==> config.mk <==
export PLATFORM = sky130hd
export DESIGN_NAME = fetch_queue
export DESIGN_NICKNAME = d
export VERILOG_FILES = /design/src/rtl/fetch_queue_pkg.sv /design/src/rtl/fq_storage.sv /design/src/rtl/fetch_queue.sv
export SDC_FILE = /design/constraint.sdc
export NUM_CORES = 1
export LEC_CHECK = 0
export BUFFER_PORTS_ARGS = -buffer_cell sky130_fd_sc_hd__buf_2
export CAP_MARGIN = 5
export CORE_MARGIN = 10
export CORE_UTILIZATION = 35
export DETAILED_ROUTE_END_ITERATION = 8
export PLACE_DENSITY = 0.55
export SETUP_SLACK_MARGIN = 0.2
export SLEW_MARGIN = 20
export SYNTH_ARGS = -nofsm -noshare
export SYNTH_HDL_FRONTEND = slang
export SYNTH_HIERARCHICAL = 1
export SYNTH_SLANG_ARGS = --single-unit
export TNS_END_PERCENT = 30
==> constraint.sdc <==
create_clock -name clk -period 9.35 [get_ports clk]
set_clock_uncertainty 0.15 [all_clocks]
set_input_delay 0.935 -clock clk [delete_from_list [all_inputs] [get_ports clk]]
set_output_delay 0.935 -clock clk [all_outputs]
set_load 0.05 [all_outputs]
==> src/rtl/fetch_queue_pkg.sv <==
// Pipeline-wide defaults shared by IF, the fetch queue and ID.
package fetch_queue_pkg;

  localparam int          PIPE_XLEN      = 32;
  localparam logic [31:0] PIPE_NOP_WORD  = 32'h0000_0000;
  localparam logic [31:0] PIPE_HALT_WORD = 32'hFFFF_FFFF;

  typedef struct packed {
    logic [PIPE_XLEN-1:0] pcplus4;
    logic [PIPE_XLEN-1:0] instr;
  } fetch_entry_t;

endpackage

==> src/rtl/fq_storage.sv <==
// Entry array for the fetch queue: one write port, asynchronous read, no reset on contents.
// Latency: write lands on the clock edge; read is combinational. No backpressure of its own.
module fq_storage #(
  parameter int WIDTH = 64,
  parameter int DEPTH = 4
) (
  input  logic                       clk,
  input  logic                       wr_en,
  input  logic [$clog2(DEPTH)-1:0]   wr_addr,
  input  logic [WIDTH-1:0]           wr_data,
  input  logic [$clog2(DEPTH)-1:0]   rd_addr,
  output logic [WIDTH-1:0]           rd_data
);

  logic [WIDTH-1:0] mem [DEPTH];

  always_ff @(posedge clk) begin
    if (wr_en) mem[wr_addr] <= wr_data;
  end

  assign rd_data = mem[rd_addr];

endmodule

==> src/rtl/fetch_queue.sv <==
// IF->ID fetch queue: circular FIFO of {PC+4, instr} with flush and halt handling.
// Latency: push visible one cycle later (no bypass). Backpressure: push_ready low when full (without pop), halted, flushing or in reset.
module fetch_queue
  import fetch_queue_pkg::*;
#(
  parameter int              XLEN      = PIPE_XLEN,
  parameter int              DEPTH     = 4,
  parameter logic [XLEN-1:0] NOP_WORD  = XLEN'(PIPE_NOP_WORD),
  parameter logic [XLEN-1:0] HALT_WORD = XLEN'(PIPE_HALT_WORD)
) (
  input  logic                     clk,
  input  logic                     Reset,
  input  logic                     push_valid,
  input  logic [XLEN-1:0]          push_pcplus4,
  input  logic [XLEN-1:0]          push_instr,
  output logic                     push_ready,
  input  logic                     pop,
  input  logic                     flush,
  output logic                     out_valid,
  output logic [XLEN-1:0]          out_pcplus4,
  output logic [XLEN-1:0]          out_instr,
  output logic [$clog2(DEPTH):0]   count,
  output logic                     halt_pending,
  output logic                     stop
);

  localparam int AW = $clog2(DEPTH);

  // Pointers carry one extra wrap bit so full and empty are distinguishable.
  logic [AW:0]          wr_ptr, rd_ptr;
  logic                 halt_latched;
  logic                 full, empty;
  logic                 push_fire, pop_fire;
  logic [2*XLEN-1:0]    head_dat;
  logic [XLEN-1:0]      head_pcplus4, head_instr;

  assign count = wr_ptr - rd_ptr;
  assign empty = (count == '0);
  assign full  = count[AW];

  assign out_valid    = !Reset && !empty;
  assign out_pcplus4  = out_valid ? head_pcplus4 : '0;
  assign out_instr    = out_valid ? head_instr : NOP_WORD;
  assign halt_pending = out_valid && halt_latched;

  assign push_ready = !Reset && !flush && !halt_latched && (!full || pop);
  assign push_fire  = push_valid && push_ready;
  assign pop_fire   = pop && out_valid && !flush;

  fq_storage #(
    .WIDTH (2*XLEN),
    .DEPTH (DEPTH)
  ) u_storage (
    .clk     (clk),
    .wr_en   (push_fire),
    .wr_addr (wr_ptr[AW-1:0]),
    .wr_data ({push_pcplus4, push_instr}),
    .rd_addr (rd_ptr[AW-1:0]),
    .rd_data (head_dat)
  );

  assign {head_pcplus4, head_instr} = head_dat;

  always_ff @(posedge clk) begin
    if (Reset || flush) begin
      wr_ptr       <= '0;
      rd_ptr       <= '0;
      halt_latched <= 1'b0;
      stop         <= 1'b0;
    end else begin
      if (push_fire) begin
        wr_ptr <= wr_ptr + (AW+1)'(1);
        if (push_instr == HALT_WORD) halt_latched <= 1'b1;
      end
      if (pop_fire) rd_ptr <= rd_ptr + (AW+1)'(1);
      stop <= pop_fire && (head_instr == HALT_WORD);
    end
  end

endmodule
# == Word level (Yosys, flattened, before mapping) ==
# Memory sizes are Yosys's and may differ from the RTL's. A register that Yosys moved wholly into a read port is not among the register bits.
# Index checks and enable logic that the tools add are counted.
# classes
addsub,3
n_eq_ne,2
muxes,6
n_reduce_logical,18
# ops
cell,count
"== test 32 bit, second input constant",2
2-to-1 mux 32 bit,2
logical AND 1 bit,9
"adder 3 x 1 -> 3 bit, second input constant",2
zero test 1 bit,5
2-to-1 mux 2 bit,2
zero test 3 bit,1
subtractor 3 bit,1
logical OR 1 bit,2
2-to-1 mux 1 bit,2
AND reduction 2 bit,1
# word_totals
ff_bits,8
ram_bits,256
in_bits,69
output_inout_bits,71
wordCells,34
n_memories,1
# memory_table
memory,words,width,read_ports,rd_clocked_by_memory_dff,wr,line_no,text
u_storage.mem,4,64,1,1,1,fq_storage.sv:15,logic [WIDTH-1:0] mem [DEPTH];

# == Longest topological paths before layout ==
# Gate-level depths: netlist (run 1).
# logic_depth
word_depth,8
depth_mapped,8
ltp_nobuf,7

# == By module ==
# Netlist (run 1), hierarchy kept.
# modules_own_cells
module,instances,cells_per_inst,area_each_um2,seq_area_each_um2
fq_storage,1,338,9341.5,7687.4
fetch_queue,1,144,1083.5,160.2

# == Least setup slack after synthesis (run 1) ==
# OpenSTA, ideal clock, no wires.
# synth_timing
kind,flip-flop to flip-flop
startpoint,register wr_ptr[0]
endpoint,memory u_storage.mem[0][0] (enable)
setup_ns,0.578
arrival_ns,6.324
required_time_ns,8.622
slack_ns,2.298
stages_incl_launch_ff,8
n_path_buf,0
period_less_slack_ns,7.052
path_cell_list,dfxtp_1 > inv_1 > ha_1 > fa_1 > xnor3_2 > o21ai_0 > inv_1 > nor3b_1
# synth_via
elab_chain_len,7
# synth_rtl
item,line_no,text
"start, declared",fetch_queue.sv:30,"logic [AW:0] wr_ptr, rd_ptr;"
"start signal, assigned",fetch_queue.sv:72,wr_ptr <= wr_ptr + (AW+1)'(1);
subtractor 3 bit,fetch_queue.sv:37,assign count = wr_ptr - rd_ptr;
zero test 1 bit,fetch_queue.sv:46,assign push_ready = !Reset && !flush && !halt_latched && (!full || pop);
logical OR 1 bit,fetch_queue.sv:46,
logical AND 1 bit,fetch_queue.sv:46,
logical AND 1 bit,fetch_queue.sv:47,assign push_fire = push_valid && push_ready;
net push_fire,fetch_queue.sv:33,"logic push_fire, pop_fire;"
2-to-1 mux 1 bit,fq_storage.sv:18,if (wr_en) mem[wr_addr] <= wr_data;
2-to-1 mux 1 bit (implied by the code),fq_storage.sv:18,
"end, declared",fq_storage.sv:15,
# The timed path passes the listed nets, and every way through them passes these cells.

# == Final worst setup path (run 1) ==
# layout_timing
startpoint,register rd_ptr[1]
endpoint,output port out_pcplus4[9]
# layout_via
elab_chain_len,5
# layout_rtl
item,line_no,text
"start, declared",fetch_queue.sv:30,
"start signal, assigned",fetch_queue.sv:75,if (pop_fire) rd_ptr <= rd_ptr + (AW+1)'(1);
subtractor 3 bit,fetch_queue.sv:37,
zero test 3 bit,fetch_queue.sv:38,assign empty = (count == '0);
zero test 1 bit,fetch_queue.sv:41,assign out_valid = !Reset && !empty;
logical AND 1 bit,fetch_queue.sv:41,
2-to-1 mux 32 bit,fetch_queue.sv:42,assign out_pcplus4 = out_valid ? head_pcplus4 : '0;
"end, declared",fetch_queue.sv:20,"output logic [XLEN-1:0] out_pcplus4,"
# No other way between the ends.

==> impl_results.md, run 1 <==
- Run status: completed
- Clk root buf: clkbuf_16
- Most common cell after layout, fill and taps aside: edfxtp_1
- Top FF cell, synth: edfxtp_1
- Post-cts resize count: 0
- Residual DRC count: 0
- Crit path max fanout: 67
- Layout cell share with drive strength beyond 1: roughly two fifths
- Die ar.: approximately 0.037 mm^2
- CTS HTree Levels: 1
- Maxcap violations: 0
- CP Launch Type: flop
- DRT antenna net count: 0
- Post-cts hold buffer count: 0
- Worst IR Drop VDD: approximately 96 uV
- Sequential share of the synthesized area: 75.3%
- Final min period: 5090 ps
- First-pass GRT wire length: between 30000 and 40000 um
- DPL Wire Length: approximately 15000 um
- Clock Tree Buf Depth: 3
- Fin Setup TNS: 0 ps
- Max Freq: 196 MHz
- Syn Nets: 555
- Vias: around 5000
- Die span in y: between 150 and 200 um
- Fill count: around 2700
- Setup Crit Path Kind: flop to output pin
- Post-synth EDFFs: around 260
- Ys async rst share: 0%
- Clk sinks: about 260
- N_diodes: 0
- Final Setup Violations: 0
- Largest net degree at the start of global routing: 68
- Area delta synth->final: 18.2%
- Warnings, synthesis: 6
- Iteration-0 DRC count of the detailed router: approximately 280
- Worst-Skew Late Latency: about 520 ps
- Endpoint class of the critical path: output pin
- Fin. Hold Viols: 0
- Worst-path clk slew: about 60 ps
- Cell area after synthesis: between 0.01 and 0.015 mm^2
- IO Count: between 100 and 150
- PwrDens: roughly 210 mW/mm^2
- Worst slew pin tran: roughly 1100 ps
- Fin crit share: a little over half
- Initial Util: 35.4%
- Num CTS Buffers: 27
- 1st-pass router iterations: 4
- Final slew viol count: 0
- Vias/cell: slightly below 5
- Core ar.: about 0.029 mm^2
- Min-delay worst type: flop to flop
- Leak pwr: 4.22 nW
- GRT Overall Usage: 12.1%
- Vias in the first global route: roughly 5600
- Critical path arrival: 4010 ps
- Avg Inst Size Synth: roughly 22 um^2
- Gp weighted congestion: a little over 0.7
- Postcts setup bufs: 0
- Total gr overflow: 0
- Initial antenna violation count: 1
- Rel. slew slack: between 20 and 30%
- Mapped Cells: approximately 480
- Unrepaired setup endpoints after global routing: false
- CTS tree: yes
- Distinct cells, synth: 35
- Nets: between 700 and 800
- Post-Route WL: between 20000 and 25000 um
- Commonest non-fill, non-tap cells in the layout: 256 x edfxtp_1, 139 x buf_2, 65 x and2_1, 60 x mux4_2, 27 x clkbuf_16
- Placed cells: 996
- Site Rows: 63
- Port buffer count: ~140
- Fin cells: between 1000 and 1500
- FF+latch count, synth: 264
- Average wire per standard cell: about 22 um
- CP Data Required Time: ~8300 ps
- Die Wd: 193 um
path summary, 6_finish.rpt:
path                                   start              endpoint  slack, ps  depth (start not counted)
worst max-delay path               rd_ptr[1]        out_pcplus4[9]       4260                          6
worst min-delay path            halt_latched          halt_latched        340                          2
worst max register to register     rd_ptr[1]  u_storage/mem[2][29]       5440                          6
worst min register to register  halt_latched          halt_latched        340                          2
stage by stage:
stage                     hold slack, ps  util, %  total power [mW]  cell area [um^2]  setup WS (ps)
after floorplan                      305        -              1.47             10400           2300
after global placement               333     38.8              1.53             11400           4810
after detailed placement             342     38.8              1.53             11400           4650
after CTS                            350     41.8              2.60             12300           4070
after global routing                 387     41.8              2.66             12300           3910
final                                345     41.8              2.56             12300           4260
report_power, final:
part	total [mW]	internal, mW	leakage (nW)	switching, mW
Clock	1.05	0.637	0.427	0.417
Sequential	1.32	1.31	2.38	0.00630
Combinational	0.186	0.0568	1.41	0.129
Total	2.56	2.00	4.22	0.552
registers in the layout, summed over array words and instances, names as in the netlist:
signal	count
halt_latched	1
u_storage/mem	256
wr_ptr	3
stop	1
rd_ptr	3
worst max-delay path, stage by stage, from the launching register on:
cell and delay [ps]:
dfxtp_4 1050, fa_1 390, xnor3_2 350, a31oi_4 770, buf_4 410, and2_1 190
buf_2 270
routing by layer:
metal  vias to the layer above  global-route usage [%]  wire length (um)
met2                       145                    21.4             11900
met3                        33                    2.48              1410
met4                         2                    3.01               372
met5                         -                       0                13
li1                       2284                       -                 -
met1                      2629                    14.8              9110
synthesized netlist by cell type (3+ instances only):
| master | instances | share of area (%) |
|---|---|---|
| inv_1 | 8 | 0.29 |
| mux2i_1 | 5 | 0.48 |
| and2_1 | 65 | 3.9 |
| buf_12 | 6 | 1.2 |
| edfxtp_1 | 256 | 74 |
| nand2_1 | 9 | 0.32 |
| buf_2 | 7 | 0.34 |
| nand4_1 | 16 | 0.96 |
| buf_6 | 6 | 0.65 |
| mux4_1 | 4 | 1.0 |
| dfxtp_1 | 8 | 1.5 |
| mux4_2 | 60 | 13 |
| ha_1 | 3 | 0.36 |
layout make-up:
cell class	count	area (um^2)	area share [%]
flip-flops and latches	264	7860	63.7
multi-input cells	189	2330	18.9
repair buffers	145	741	6.01
clock buffers	31	691	5.60
well taps	390	488	3.96
clock inverters	18	188	1.52
inverters	8	30.0	0.244
cells by family (layout without fill, tap and decap cells):
group           count (synthesis)  after routing  synth area share [%]
compound gates                 10             10                 0.816
xor+xnor                        2              2                 0.312
fa+ha+maj                       4              4                 0.552
buf+inv                        29            202                  2.51
flops                         264            264                  75.3
mux                            69             69                  14.5
simple gates                  104            104                  6.09
Note: power is estimated with default switching activity, not from simulation.
==> inputs of run 2 (changes only) <==
PLACE_DENSITY = 0.57   (was 0.55)
clock period = 4.5 ns   (was 9.35 ns; I/O delays follow)
==> run 2 against run 1 <==
  * Critical path depth increased by 2
  * Core utilization increased by 1.7 points
  * Sequential cell count unchanged
  * Critical path type unchanged
==> impl_results.md, run 2 (synthesis results as in run 1) <==
- Run status: completed
- Max Freq: around 250 MHz
- Max reg flops: around 260
- Fin cells: 1090
- Clk sinks: roughly 260
- Vias: 5272
- Unrepaired setup endpoints after global routing: false
- Placed cells: 1000
- Leak pwr: between 4 and 5 nW
- Design Area, Final: ~0.013 mm^2
- Die ar.: approximately 0.037 mm^2
- Worst-Skew Late Latency: 520 ps
- 1st-pass router iterations: 4
- Area of placed instances: around 0.012 mm^2
- Area delta synth->final: 23.1%
- Post-Route WL: about 23000 um
- Most common cell after layout, fill and taps aside: edfxtp_1
- Worst stage delay on the critical path: approximately 570 ps
- Final Setup Violations: 0
- Most flop-heavy register: u_storage/mem
- Residual DRC count: 0
- Iteration-0 DRC count of the detailed router: 384
- Maxcap violations: 0
- PwrDens: roughly 420 mW/mm^2
- Gp weighted congestion: ~0.73
- CP bufs+invs: 3
- DPL Wire Length: about 15000 um
- Final WS setup: between 400 and 500 ps
- Initial Util: between 30% and 40%
- First-pass GRT wire length: ~35000 um
- Initial antenna violation count: 1
- Vias in the first global route: 5970
- Die Wd: between 150 and 200 um
- Clk root buf: clkbuf_16
- Die span in y: around 190 um
- Final min period: 4000 ps
- Commonest non-fill, non-tap cells in the layout: 256 x edfxtp_1, 139 x buf_2, 65 x and2_1, 60 x mux4_2, 40 x dlygate4sd3_1
- IO Count: 140
- Pre-CTS WS: approximately 730 ps
- CTS tree: yes
- Largest net degree at the start of global routing: 67
- Biggest regs: u_storage/mem: 256 flops, rd_ptr: 3 flops, wr_ptr: 3 flops
- Site Rows: between 60 and 70
- Clock Tree Buf Depth: 3
- DRT antenna net count: 0
- Crit path max fanout: 47
- Setup Crit Path Kind: flop to output pin
- Vias/cell: roughly 4.8
- Worst-path clk slew: ~60 ps
- Core ar.: roughly 0.029 mm^2
- Min-delay worst type: primary input to flop
- Fin crit share: 89.0%
- CP Data Required Time: between 3000 and 4000 ps
- Met2 WL post-DR: between 10000 and 15000 um
- Post-cts resize count: 0
- Final slew viol count: 0
- Worst IR Drop VDD: just over 300 uV
- GRT Overall Usage: about an eighth
- Nets: 752
- Finished Core Util: 43.5%
- Layout cell share with drive strength beyond 1: a little under two fifths
- Average wire per standard cell: around 21 um
- Routed length on met3: 1270 um
- Endpoint class of the critical path: output pin
- Port buffer count: ~140
- CP Launch Type: flop
- Worst slew pin tran: roughly 1000 ps
- Fill count: about 2600
- DR top layer: met4
- Crit-path slowest cell: a31oi_4
- Crit path cell chain: inv_1 > ha_1 > fa_1 > xnor3_2 > a31oi_4 > buf_12 > and2_1 > buf_2
- Fin. Hold Viols: 0
- Critical path arrival: between 3000 and 4000 ps
- Cell family with most CP delay: adder cells
- Num CTS Buffers: 27
- M1 WL: 9640 um
- Fin Setup TNS: 0 ps
- Total gr overflow: 0
- Rel. slew slack: about a third
- CTS HTree Levels: 1
[run 2: changes by cell type in the layout (fill, tap and decap cells not counted)]
cell / delta
clkinv_4: +1
nor3b_2: -1
diode_2: +1
clkinv_1: -4
clkbuf_8: +1
nor3b_4: +1
dlygate4sd3_1: +40
buf_12: +4
clkinv_2: -1
clkbuf_1: +3
[run 2: area by class of cell]
class | instances | area [um^2] | share of cell area (%)
sequential | 264 | 7860 | 61.2
multi-input combinational | 189 | 2340 | 18.2
timing repair buffer | 189 | 1220 | 9.52
clock buffer | 35 | 716 | 5.58
tap | 390 | 488 | 3.80
clock inverter | 14 | 176 | 1.38
inverter | 8 | 30.0 | 0.234
antenna | 1 | 2.50 | 0.0195
[run 2: final timing paths]
check,start,to,slack [ps],cells past startpoint
max,wr_ptr[0],out_instr[2],500,8
min,push_instr[2],u_storage/mem[3][2],20,1
min reg2reg,wr_ptr[2],wr_ptr[2],370,1
max reg2reg,wr_ptr[0],u_storage/mem[0][2],740,8
[run 2: routing by layer]
metal,GRT usage [%],vias up
met2,21.7,156
met4,3.13,0
met3,2.37,33
li1,-,2385
met1,15.7,2698
met5,0,-
[run 2: report_power, final]
part,total [mW],switching (mW),internal [mW]
sequential,2.73,0.00720,2.72
clock,2.23,0.879,1.35
combinational,0.430,0.285,0.145
[run 2: what timing repair did]
action                    CTS  global route
hold buffers               40             0
hold endpoints to repair  152             0
buffers inserted            0             0
[run 2: metrics by stage]
| step | total power, mW | hold slack [ps] |
|---|---|---|
| 2_1_floorplan | 3.06 | 305 |
| 3_3_place_gp | 3.18 | 354 |
| 3_5_place_dp | 3.19 | 357 |
| 4_1_cts | 5.46 | 0.425 |
| 5_1_grt | 5.58 | 11.1 |
| 6_report | 5.39 | 16.4 |
